==> config.mk <==
export PLATFORM = sky130hd
export DESIGN_NAME = cpu_run_ctrl
export DESIGN_NICKNAME = d
export VERILOG_FILES = /design/src/rtl/cpu_run_ctrl.sv
export SDC_FILE = /design/constraint.sdc
export NUM_CORES = 1
export LEC_CHECK = 0
export ABC_AREA = 1
export ABC_CLOCK_PERIOD_IN_PS = 1200
export CORE_MARGIN = 1
export CORE_UTILIZATION = 45
export CTS_BUF_LIST = sky130_fd_sc_hd__clkbuf_8
export DETAILED_ROUTE_END_ITERATION = 10
export GPL_TIMING_DRIVEN = 1
export PLACE_DENSITY = 0.79
export SLEW_MARGIN = 20
export SYNTH_ARGS = -nofsm -noshare
export SYNTH_HDL_FRONTEND = slang
export SYNTH_SLANG_ARGS = --single-unit
==> constraint.sdc <==
create_clock -name clk -period 1.2 [get_ports clk]
set_input_delay 0.24 -clock clk [delete_from_list [all_inputs] [get_ports clk]]
set_output_delay 0.24 -clock clk [all_outputs]
set_load 0.05 [all_outputs]
==> src/rtl/cpu_run_ctrl.sv <==
// Run controller for the cpu core: sequences core reset, drives alternating
// read/write phase enables, counts run cycles and ends the run on halt or budget.
module cpu_run_ctrl #(
  parameter int RESET_CYCLES = 1,
  parameter int MAX_CYCLES   = 30,
  parameter int CNT_W        = 16
) (
  input  logic             clk,
  input  logic             rst,
  input  logic             halt,
  input  logic             restart,
  output logic             cpu_rst,
  output logic             phase_read,
  output logic             phase_write,
  output logic [CNT_W-1:0] cycle_count,
  output logic             halted,
  output logic             timeout,
  output logic             sim_end,
  output logic [1:0]       run_state
);

  localparam int RW = $clog2(RESET_CYCLES + 1);
  localparam logic [RW-1:0]    RESET_LAST = RW'(RESET_CYCLES - 1);
  localparam logic [CNT_W-1:0] COUNT_LAST = CNT_W'(MAX_CYCLES - 1);
  localparam logic [CNT_W-1:0] COUNT_MAX  = CNT_W'(MAX_CYCLES);

  if (RESET_CYCLES < 1) begin : g_bad_reset_cycles
    $error("cpu_run_ctrl: RESET_CYCLES must be >= 1");
  end
  if (MAX_CYCLES < 1) begin : g_bad_max_cycles
    $error("cpu_run_ctrl: MAX_CYCLES must be >= 1");
  end
  if ((64'd1 << CNT_W) <= 64'(MAX_CYCLES)) begin : g_bad_cnt_w
    $error("cpu_run_ctrl: CNT_W too narrow to hold MAX_CYCLES");
  end

  typedef enum logic [1:0] {
    ST_RESET = 2'd0,
    ST_RUN   = 2'd1,
    ST_DONE  = 2'd2
  } state_t;

  state_t        state;
  logic [RW-1:0] rst_cnt;

  // Exposes the controller state for checkers and debug probes.
  assign run_state = state;

  // Handshakes: halt is only honoured in RUN, restart only in DONE; both are
  // level-sampled on the rising edge and need no acknowledge.
  always_ff @(posedge clk) begin
    if (rst) begin
      state       <= ST_RESET;
      rst_cnt     <= '0;
      cpu_rst     <= 1'b1;
      phase_read  <= 1'b0;
      phase_write <= 1'b0;
      cycle_count <= '0;
      halted      <= 1'b0;
      timeout     <= 1'b0;
      sim_end     <= 1'b0;
    end else begin
      case (state)
        ST_RESET: begin
          if (rst_cnt == RESET_LAST) begin
            state       <= ST_RUN;
            cpu_rst     <= 1'b0;
            phase_read  <= 1'b1;
            phase_write <= 1'b0;
            cycle_count <= '0;
          end else begin
            rst_cnt <= rst_cnt + 1'b1;
          end
        end

        ST_RUN: begin
          // Halt takes priority over budget exhaustion on the same edge.
          if (halt) begin
            state       <= ST_DONE;
            halted      <= 1'b1;
            sim_end     <= 1'b1;
            phase_read  <= 1'b0;
            phase_write <= 1'b0;
          end else if (cycle_count == COUNT_LAST) begin
            state       <= ST_DONE;
            cycle_count <= COUNT_MAX;
            timeout     <= 1'b1;
            sim_end     <= 1'b1;
            phase_read  <= 1'b0;
            phase_write <= 1'b0;
          end else begin
            cycle_count <= cycle_count + 1'b1;
            phase_read  <= ~phase_read;
            phase_write <= ~phase_write;
          end
        end

        ST_DONE: begin
          if (restart) begin
            state       <= ST_RESET;
            rst_cnt     <= '0;
            cpu_rst     <= 1'b1;
            cycle_count <= '0;
            halted      <= 1'b0;
            timeout     <= 1'b0;
            sim_end     <= 1'b0;
          end
        end

        default: begin
          state       <= ST_RESET;
          rst_cnt     <= '0;
          cpu_rst     <= 1'b1;
          phase_read  <= 1'b0;
          phase_write <= 1'b0;
          cycle_count <= '0;
          halted      <= 1'b0;
          timeout     <= 1'b0;
          sim_end     <= 1'b0;
        end
      endcase
    end
  end

endmodule

==> metrics.md, run 1 <==
| Metric | Value |
|---|---|
| Hold Buf Count CTS | 0 |
| Status | aborted with a tool error |
| GPL Wtd Cong | 0.886 |
| Largest area contributor in the netlist | dfxtp_1 |
| Post-GRT worst EP | cycle_count[8]$_SDFFE_PP0P_/D |
| Largest net degree at the start of global routing | 15 |
| Largest family of logic cells by synthesized area | simple AND/OR/NAND/NOR gates |
| Clk sinks | 24 |
| Exit stage | global routing |
| FFs w/ async S/R, synth | 0% |
| Syn Inst Count | 191 |
| Tool Error | [ERROR DPL-0038] Utilization greater than 100%, impossible to legalize |
| Number of flops mapped to enable cells by yosys | 0 |
| Sequential fraction of the synthesis area | 35.5% |
| Number of synthesized register bits | 24 |
| Mux share of post-synthesis cell area | 0% |
| Worst slack at placement | -0.331 ns |
| Xor/xnor share of the synthesized area | 1.94% |
| Syn nets | 197 |
| DP HPWL | 3.11 mm |
| # IOs | 28 |
| Ys flop type | dfxtp_1 |
| Num CTS Buffers | 3 |
| Synth unique cells | 29 |
| Row count | 19 |
| Netlist Area Pre-Place | 1360 um2 |
| Share of the synthesized area in the top cell type | 35.5% |
| Main area contributors after synthesis | dfxtp_1, nand2_1, nor2_1 |
| Root Buffer | clkbuf_8 |
| Worst EP kind | sequential cell input |
| Adder-Cell Fraction of Synth Area | 1.85% |
| Syn avg cell area | 7.09 um2 |
| Complex-gate fraction of the synthesized area | 8.96% |
| Synthesis warning total | 0 |
| Die W | 56.9 um |
| Starting Density | 48.3% |
| Clock Tree Buf Depth | 2 |
| H-tree lvl count | 1 |
| Die Y | 56.9 um |
| Synth Area in Simple Gates | 44.0% |
| Input/output buffers | 27 |
## cells in the mapped netlist, types with 3 or more instances
master   number
a21oi_1      13
a31oi_1       3
dfxtp_1      24
inv_1        17
inv_2         6
nand2_1      46
nand2_2       5
nand2_4       3
nand3_1      15
nand4_1       4
nor2_1       21
nor2_2        4
nor2_4        4
nor3_2        3
o21ai_0       6
## through the flow
stage / hold slack [ns] / instance area, um2 / instances
after CTS: 0.510 / 2600 / 300
after floorplan: 0.300 / 1480 / 191
after detailed placement: 0.496 / 2290 / 284
after global placement: 0.491 / 2290 / 284
## logic make-up after synthesis
kind of cell / count (synthesis)
AO/OA/AOI/OAI: 23
XOR/XNOR: 3
adder cells (fa/ha/maj): 2
buffers and inverters: 25
flip-flops: 24
AND/OR/NAND/NOR: 114
## timing repair
action | 4_1_cts
resized for setup | 38
hold endpoints to repair | 0
setup buffers | 12
pin swaps | 18
setup endpoints to repair | 22
==> run 2, diff against run 1 <==
Settings changed: ABC_CLOCK_PERIOD_IN_PS 1200 to 1600, CORE_UTILIZATION 45 to 30, CTS_BUF_LIST sky130_fd_sc_hd__clkbuf_8 to not set, PLACE_DENSITY 0.79 to not set, PLACE_DENSITY_LB_ADDON set to 0.15.
Clock period 1.2 ns to 1.6 ns, I/O delays scaled along.
==> run 2 against run 1 <==
  * The run now ends clean
  * Synthesized area unchanged
  * Synthesized cell count unchanged
==> metrics.md, run 2 <==
| Metric | Value |
|---|---|
| Fillcell total | 447 |
| GR Overflow Total | 0 |
| Worst-Margin Slew | 0.410 ns |
| Crit share post-route | 92.8% |
| Main area contributors after synthesis | dfxtp_1, nand2_1, nor2_1 |
| Vias per Instance | 4.63 |
| Final #Nets | 245 |
| Max_cap viols | 0 |
| Initial DRC count | 56 |
| Total Neg Setup Slack | 0 ns |
| Fmax | 0.673 GHz |
| Setup Skew | 0.00113 ns |
| CTS tree | built |
| Die Y | 69.2 um (+22%) |
| Row count | 24 (+5) |
| Drt first pass iters | 4 |
| Count leader, synth | nand2_1 |
| CP Launch Type | flop |
| DP HPWL | 2.75 mm (-12%) |
| Insertion delay to the later sink of the worst-skew pair | 0.27 ns |
| Max reg flops | 16 |
| Die W | 69.2 um (+22%) |
| Status | completed |
| Syn Inst Count | 191 (unchanged) |
| Class of the worst hold path | reg -> reg |
| Vias in the first global route | 1280 |
| Crit Path Max Fanout | 5 |
| Final Setup Violations | 0 |
| Largest area contributor in the netlist | dfxtp_1 |
| Die Area | 4790 um2 |
| Power per cell area | 689 nW/um2 |
| Worst rel slew slack | 72.6% |
| Share of the synthesized area in the top cell type | 35.5% (unchanged) |
| Min Tclk post-route | 1.49 ns |
| GPL Wtd Cong | 0.817 (-7.8%) |
| Starting Density | 31.1% (-17 points) |
| Ys flop type | dfxtp_1 |
| Synth unique cells | 29 (unchanged) |
| Sequential fraction of the synthesis area | 35.5% (unchanged) |
| Biggest register | cycle_count |
| Sw Pwr | 451 uW |
| Clock Tree Buf Depth | 2 (unchanged) |
| Maximum VDD drop | 0.503 mV |
| Root Buffer | clkbuf_8 |
| Top cells by instance count after synthesis | nand2_1, dfxtp_1, nor2_1 |
| Leak | 0.801 nW |
| Number of flops mapped to enable cells by yosys | 0 (unchanged) |
| Core ar. | 4350 um2 |
| FFs w/ async S/R, synth | 0% (unchanged) |
| Residual DRC | 0 |
| Post-route ant nets | 0 |
| Input/output buffers | 27 (unchanged) |
| P_int | 935 uW |
| Setup crit end kind | flop |
| Synthesis warning total | 0 (unchanged) |
| Num CTS Buffers | 3 (unchanged) |
| Slew Viols, Final | 0 |
| Setup bufs post-CTS | 0 (-12) |
| Clk sinks | 24 (unchanged) |
| Final WL | 3.43 mm |
| Fin Hold WS | 0.464 ns |
| Final hold vios | 0 |
| Most common cell after layout, fill and taps aside | nand2_1 |
| Diode count | 0 |
| Area Growth Syn to Fin | 48.4% |
| Critical Path AT | 1.65 ns |
| Comb pwr share | 27.0% |
| Share of layout cells above drive strength 1 | 34.2% |
| Number of synthesized register bits | 24 (unchanged) |
| Global-route wire length before repair | 5.87 mm |
| Netlist Area Pre-Place | 1360 um2 (unchanged) |
| CP required | 1.77 ns |
| # IOs | 28 (unchanged) |
| Total global-route track usage | 15.1% |
| Via count | 1339 |
| Antenna violations before repair | 0 |
| Largest net degree at the start of global routing | 13 |
| H-tree lvl count | 1 (unchanged) |
| Avg WL per Cell | 11.9 um |
| CTS clk-pin slew, worst paths | 0.08 ns |
| Most frequent cells in the layout | nand2_1, buf_4, nor2_1, dfxtp_1 |
| Clk pwr share | 26.4% |
| Sw frac | 32.5% |
| WS Path Type | reg -> reg |
| Sequential group share of total power | 46.6% |
| RSZ-0062 raised after global routing | false |
| Syn nets | 197 (unchanged) |
| Syn avg cell area | 7.09 um2 (unchanged) |
[run 2: cell counts after synthesis]
No cell type changed its count.
[run 2: kinds of logic after synthesis]
group | Yosys count | share of synthesized area (%)
adder cells (fa/ha/maj) | 2 | 1.85
flip-flops | 24 | 35.5
XOR/XNOR | 3 | 1.94
AND/OR/NAND/NOR | 114 | 44.0
buffers and inverters | 25 | 7.76
AO/OA/AOI/OAI | 23 | 8.96
[run 2: timing repair]
action,4_1_cts,5_1_grt
hold buffers,0,0
gates resized for setup,0,1
hold endpoints to repair,0,0
endpoints found under the setup margin,0,3
[run 2: power groups by stage]
stage / clock, mW / sequential, mW / combinational (mW)
after floorplan: 0 / 0.745 / 0.143
after global placement: 0 / 0.660 / 0.374
after detailed placement: 0 / 0.660 / 0.373
after CTS: 0.387 / 0.646 / 0.375
after global routing: 0.403 / 0.650 / 0.399
final: 0.366 / 0.645 / 0.374
[run 2: area by class of cell]
type | count | area, um2 | share of cell area, %
multi-input combinational | 142 | 772 | 38.4
timing repair buffer | 45 | 558 | 27.8
sequential | 24 | 488 | 24.3
inverter | 23 | 86.3 | 4.29
tap | 52 | 65.1 | 3.24
clock buffer | 3 | 41.3 | 2.05
[run 2: worst max-delay path: stages, from the launching register on]
cell	delay [ns]
dfxtp_1	0.45
nand2_1	0.12
nor2_1	0.13
nor3b_1	0.39
and3_4	0.26
nor3_2	0.03
[run 2: path summary, 6_finish.rpt]
kind	slack, ns	startpoint	to	cells after the start
setup / recovery	0.11	cycle_count[9]$_SDFFE_PP0P_	cycle_count[13]$_SDFFE_PP0P_	5
hold / removal	0.46	timeout$_SDFFE_PP0P_	timeout$_SDFFE_PP0P_	2
setup reg to reg	0.11	cycle_count[9]$_SDFFE_PP0P_	cycle_count[13]$_SDFFE_PP0P_	5
hold reg to reg	0.46	timeout$_SDFFE_PP0P_	timeout$_SDFFE_PP0P_	2
[run 2: routing by layer]
layer | track usage, % | up-vias | wire, um
li1 | - | 709 | -
met1 | 20.6 | 599 | 1700
met2 | 24.5 | 26 | 1570
met3 | 2.33 | 5 | 110
met4 | 4.76 | 0 | 50
met5 | 0 | - | 0
[run 2: per-stage QoR]
stage / cell area (um2) / std cells / power (mW) / setup WS (ns) / utilization (%)
2_1_floorplan: 1360 / 191 / 0.888 / 0.0201 / -
3_3_place_gp: 1970 / 286 / 1.03 / 0.0244 / 45.2
5_1_grt: 2010 / 289 / 1.45 / 0.0262 / 46.2
6_report: 2010 / 289 / 1.39 / 0.115 / 46.2
3_5_place_dp: 1970 / 286 / 1.03 / -0.0144 / 45.2
4_1_cts: 2010 / 289 / 1.41 / 0.104 / 46.1
Note: power is estimated with default switching activity, not from simulation.
